<file path="src/rtl/ready_pkg.sv">
// Shared types and helpers for the ready synchroniser and its tick prescaler.
package ready_pkg;

    typedef enum logic [1:0] {
        WAIT,
        START,
        RUN,
        DONE
    } state_t;

    localparam int DEF_CLK_HZ  = 50_000_000;
    localparam int DEF_TICK_HZ = 1;

    function automatic int div_of(input int clk_hz, input int tick_hz);
        return clk_hz / tick_hz;
    endfunction

    function automatic int div_w(input int div);
        return $clog2(div);
    endfunction

endpackage

</file>
<file path="src/rtl/tick_prescaler.sv">
// Free-running prescaler: TICK is high for one clock out of every CLK_HZ/TICK_HZ clocks.
module tick_prescaler
    import ready_pkg::*;
#(
    parameter int CLK_HZ  = DEF_CLK_HZ,
    parameter int TICK_HZ = DEF_TICK_HZ
) (
    input  logic CLK,
    input  logic RST,
    output logic TICK
);

    localparam int DIV   = div_of(CLK_HZ, TICK_HZ);
    localparam int CNT_W = div_w(DIV);

    logic [CNT_W-1:0] cnt;

    assign TICK = (cnt == CNT_W'(DIV - 1));

    always_ff @(posedge CLK) begin
        if (RST) begin
            cnt <= '0;
        end else if (TICK) begin
            cnt <= '0;
        end else begin
            cnt <= cnt + 1'b1;
        end
    end

endmodule

</file>
<file path="src/rtl/ready_sync_gen.sv">
// Player ready synchroniser and round start-number generator for the factorization game.
// Optional feature macro: READY_TIMEOUT_EN (drops partial ready sets after TIMEOUT_TICKS ticks).
module ready_sync_gen
    import ready_pkg::*;
#(
    parameter int                 NUM_PLAYERS   = 2,
    parameter int                 CLK_HZ        = DEF_CLK_HZ,
    parameter int                 TICK_HZ       = DEF_TICK_HZ,
    parameter int                 NUM_MAX       = 9,
    parameter int                 NUM_W         = 4,
    parameter int                 STATE_W       = 4,
    parameter logic [STATE_W-1:0] WIN_STATE     = 4'hE,
    parameter logic [STATE_W-1:0] LOSE_STATE    = 4'hF,
    parameter int                 TIMEOUT_TICKS = 10
) (
    input  logic                   CLK,
    input  logic                   RST,
    input  logic [NUM_PLAYERS-1:0] READY,
    input  logic [STATE_W-1:0]     STATE,
    output logic                   RUN_IN,
    output logic [NUM_W-1:0]       NUM,
    output logic                   NUM_VALID,
    output logic [NUM_PLAYERS-1:0] READY_Q,
    output logic                   TICK,
    output logic                   TIMEOUT
);

    state_t           state;
    logic [NUM_W-1:0] seq;
    logic             all_ready;

    tick_prescaler #(
        .CLK_HZ  (CLK_HZ),
        .TICK_HZ (TICK_HZ)
    ) u_tick (
        .CLK  (CLK),
        .RST  (RST),
        .TICK (TICK)
    );

    // The completing READY counts in the same cycle it arrives.
    assign all_ready = &(READY_Q | READY);

    always_ff @(posedge CLK) begin
        if (RST) begin
            seq <= '0;
        end else if (TICK) begin
            seq <= (seq == NUM_W'(NUM_MAX)) ? '0 : seq + 1'b1;
        end
    end

`ifdef READY_TIMEOUT_EN
    localparam int TMO_W = $clog2(TIMEOUT_TICKS + 1);

    logic [TMO_W-1:0] tmo_cnt;
    logic             partial;
    logic             tmo_hit;

    assign partial = (state == WAIT) && (READY_Q != '0) && !(&READY_Q);
    assign tmo_hit = partial && TICK && (tmo_cnt == TMO_W'(TIMEOUT_TICKS - 1));

    always_ff @(posedge CLK) begin
        if (RST) begin
            tmo_cnt <= '0;
            TIMEOUT <= 1'b0;
        end else begin
            // A set that completes on the timeout tick starts the round instead of being dropped.
            TIMEOUT <= tmo_hit && !all_ready;
            if (!partial || all_ready || tmo_hit) begin
                tmo_cnt <= '0;
            end else if (TICK) begin
                tmo_cnt <= tmo_cnt + 1'b1;
            end
        end
    end
`else
    logic [31:0] unused_timeout_ticks;

    assign unused_timeout_ticks = 32'(TIMEOUT_TICKS);
    assign TIMEOUT              = 1'b0;
`endif

    always_ff @(posedge CLK) begin
        if (RST) begin
            state     <= WAIT;
            RUN_IN    <= 1'b0;
            NUM       <= '0;
            NUM_VALID <= 1'b0;
            READY_Q   <= '0;
        end else begin
            NUM_VALID <= 1'b0;
            case (state)
                WAIT: begin
                    // NOTE: a later non-blocking assignment in the same block overrides this default.
                    READY_Q <= READY_Q | READY;
                    if (all_ready) begin
                        state <= START;
`ifdef READY_TIMEOUT_EN
                    end else if (tmo_hit) begin
                        READY_Q <= '0;
`endif
                    end
                end
                START: begin
                    NUM       <= seq;
                    NUM_VALID <= 1'b1;
                    RUN_IN    <= 1'b1;
                    state     <= RUN;
                end
                RUN: begin
                    if (STATE == WIN_STATE || STATE == LOSE_STATE) begin
                        state <= DONE;
                    end
                end
                DONE: begin
                    RUN_IN  <= 1'b0;
                    READY_Q <= '0;
                    state   <= WAIT;
                end
                default: state <= WAIT;
            endcase
        end
    end

endmodule

</file>
<file path="config.mk">
export PLATFORM = sky130hd
export DESIGN_NAME = ready_sync_gen
export DESIGN_NICKNAME = d
export VERILOG_FILES = /design/src/rtl/ready_pkg.sv /design/src/rtl/tick_prescaler.sv /design/src/rtl/ready_sync_gen.sv
export SDC_FILE = /design/constraint.sdc
export NUM_CORES = 1
export LEC_CHECK = 0
export ABC_AREA = 1
export CORE_UTILIZATION = 55
export CTS_BUF_LIST = sky130_fd_sc_hd__clkbuf_4 sky130_fd_sc_hd__clkbuf_8 sky130_fd_sc_hd__clkbuf_16
export CTS_CLUSTER_DIAMETER = 30
export DETAILED_ROUTE_END_ITERATION = 10
export GPL_TIMING_DRIVEN = 1
export PLACE_DENSITY_LB_ADDON = 0.2
export SKIP_CTS_REPAIR_TIMING = 1
export SYNTH_ARGS = -nofsm -noshare
export SYNTH_HDL_FRONTEND = slang
export SYNTH_HIERARCHICAL = 1
export SYNTH_SLANG_ARGS = --single-unit
</file>
<file path="constraint.sdc">
create_clock -name CLK -period 3.5 [get_ports CLK]
set_clock_uncertainty 0.1 [all_clocks]
set_input_delay 0.525 -clock CLK [delete_from_list [all_inputs] [get_ports CLK]]
set_output_delay 0.525 -clock CLK [all_outputs]
set_load 0.03 [all_outputs]
</file>
==> flow_summary.toml <==
[status]
status = "complete, no violations"

[placement]
portBuffers = 15
place_congestion = 0.8639
dp.cells = 358
dp_hpwl_um = 2881
dp_slack_ps = 816.5

[synth]
synthTopCellsByArea = "dfxtp_1 39%, nor2_1 13%, nand2_1 12%"
synth_top_area_frac = 0.3941
yosysWarnings = 6
synth-adder-area-share = 0.03695
yosysUniqueCellTypes = 25
synth_simple_gate_area_frac = 0.3787
synth_nets = 313
yosys_register_bits = 40
synth_top_area_cell = "dfxtp_1"
synth_top_family_by_area = "simple AND/OR/NAND/NOR gates"
synth.avg_cell_area_um2 = 6.796
synth_area_um2 = 2032
synthCells = 299
synth-seq-area-share = 0.3941
synthXorXnorAreaFrac = 0.05172
synth-compound-area-share = 0.05727
synth_mux_area_frac = 0

[timing]
fin_crit_sh = 0.8657
grt_setup_unrepaired = "false"
fin_crit_ps = 3030
fin_hold_ws_ps = 373.0
clock.fmax_mhz = 330.0
drv_slew = 0
final-setup-viol-count = 0
final.setup.worst_slack_ps = 470.1
hold_viol_final = 0
tns_ps = 0

[floorplan]
dieArea_um2 = 3941
die_x_um = 62.78
ios = 18
row_count = 21
core_um2 = 3442
die_h_um = 62.78
start_util = 0.5903

[clocking]
cts_sinks = 40
cts_tree = "done"
root_buffer = "clkbuf_8"
htree_levels = 2
clk_latency_ps = 290
cts_buffer_depth = 2
path_clk_slew_ps = 70
cts_buffers = 5

[global_route]
grtUsageTotal = 0.2335
antenna_found_initial = 0
grt_max_degree = 23
grt_pass1_vias = 1766
grt_first_pass_wirelength_um = 7272
grt_remaining_overflow = 0

[worst_setup_path]
required_ps = 2870
arrival_ps = 2400
r2r_cells = 11
crit_start = "u_tick/cnt[0]"
r2r-end = "seq[3]"
crit_fanout = 5
worstSetupPathType = "flop to primary output"
cp-end-kind = "primary output"
crit_end = "TICK"
start_kind = "flop"
r2r_slack_ps = 1540
r2r_start = "u_tick/cnt[0]"

[final_layout]
nFillCells = 321
final_cell_mix = "72 x nor2_1, 67 x nand2_1, 40 x dfxtp_1"
finalNonFillerCells = 366
synthToLayoutAreaGrowth_pct = 13.42
drive_gt1_frac = 0.06563
antenna_cells = 0
nets = 333
mostFrequentLayoutCell = "nor2_1"

[power_and_ir_drop]
p_per_area_nw_per_um2 = 503.3
peakVddDrop_uv = 504.0
total_power_mw = 1.160
p_leak_nw = 0.9081

[drt]
drc = 0
ant_nets = 0
wl_per_cell_um = 10.85
wirelength_um = 3970
vias_per_cell = 4.984
drtIter0Drc = 109
firstDrtPassIters = 4
vias = 1824

[hold_path]
hold_path.class = "flop to flop"

[flow_run]
drv_cap = 0
## metal layers
layer	track usage	share of wire	routed length, um
met2	0.3804	0.44	1751
met4	0.1221	0.024	97
met1	0.2870	0.49	1944
met5	0	0	0
met3	0.05109	0.044	176
## how the worst min path moves through the flow
| stage | cells past startpoint | endpoint | start |
|---|---|---|---|
| 6_report | 1 | u_tick/cnt[0] | u_tick/cnt[0] |
| 2_1_floorplan | 1 | u_tick/cnt[0] | u_tick/cnt[0] |
| 4_1_cts | 1 | u_tick/cnt[0] | u_tick/cnt[0] |
| 5_1_grt | 1 | u_tick/cnt[0] | u_tick/cnt[0] |
| 3_5_place_dp | 1 | u_tick/cnt[0] | u_tick/cnt[0] |
| 3_3_place_gp | 1 | u_tick/cnt[0] | u_tick/cnt[0] |
## synthesized netlist by cell type
| master | instances |
|---|---|
| nor2_1 | 72 |
| nand2_1 | 67 |
| dfxtp_1 | 40 |
| inv_1 | 35 |
| nand3_1 | 21 |
| a21oi_1 | 12 |
| xnor2_1 | 8 |
| ha_1 | 6 |
| o21ai_0 | 6 |
| nand4_1 | 5 |
| nand2_2 | 4 |
| xor2_1 | 4 |
| a22oi_1 | 2 |
| buf_6 | 2 |
| nor2_2 | 2 |
| nor2_4 | 2 |
| nor3_1 | 2 |
| or2_2 | 2 |
| buf_4 | 1 |
| conb_1 | 1 |
| nand3_2 | 1 |
| nand4_2 | 1 |
| nor4_1 | 1 |
| o21ai_1 | 1 |
| o22ai_1 | 1 |
## sequential cells by signal, summed over array words and instances (netlist names)
signal / flops
state: 2
u_tick/cnt: 26
READY_Q: 2
NUM: 4
NUM_VALID: 1
seq: 4
RUN_IN: 1
## power breakdown
part | internal (mW) | switching, mW | leakage, nW
combinational | 0.132 | 0.192 | 0.536
clock | 0.139 | 0.159 | 0.0479
sequential | 0.505 | 0.0333 | 0.325
## logic make-up (layout without fill, tap and decap cells)
family                   Yosys count  in the layout
AND/OR/NAND/NOR                  180            180
XOR/XNOR                          12             12
AO/OA/AOI/OAI                     22             22
buffers and inverters             38             59
flip-flops                        40             40
other                              1              1
adder cells (fa/ha/maj)            6              6
## cell type report
type                            count  area [um2]  area share
Clock buffer                        5       68.82     0.02986
Clock inverter                      3       18.77    0.008143
Inverter                           35       131.4     0.05700
Multi-Input combinational cell    221        1070      0.4642
Sequential cell                    40       800.8      0.3474
Tap cell                           46       57.56     0.02497
Timing Repair Buffer               16       157.7     0.06840
## worst max-delay path: stages, from the launching register on
cell and delay, ps:
dfxtp_1 380, ha_1 210, nand2_2 80, nor2_4 150, nand2_2 110, inv_1 70
nand2_1 50, nor4_1 210, buf_4 200, clkdlybuf4s50_1 670
## metrics by stage
step                      area, um2    util
after floorplan                2032       -
after global placement         2217  0.6441
after detailed placement       2217  0.6441
after global routing           2305  0.6696
after CTS                      2305  0.6696
final                          2305  0.6696
Note: power is estimated with default switching activity, not from simulation.
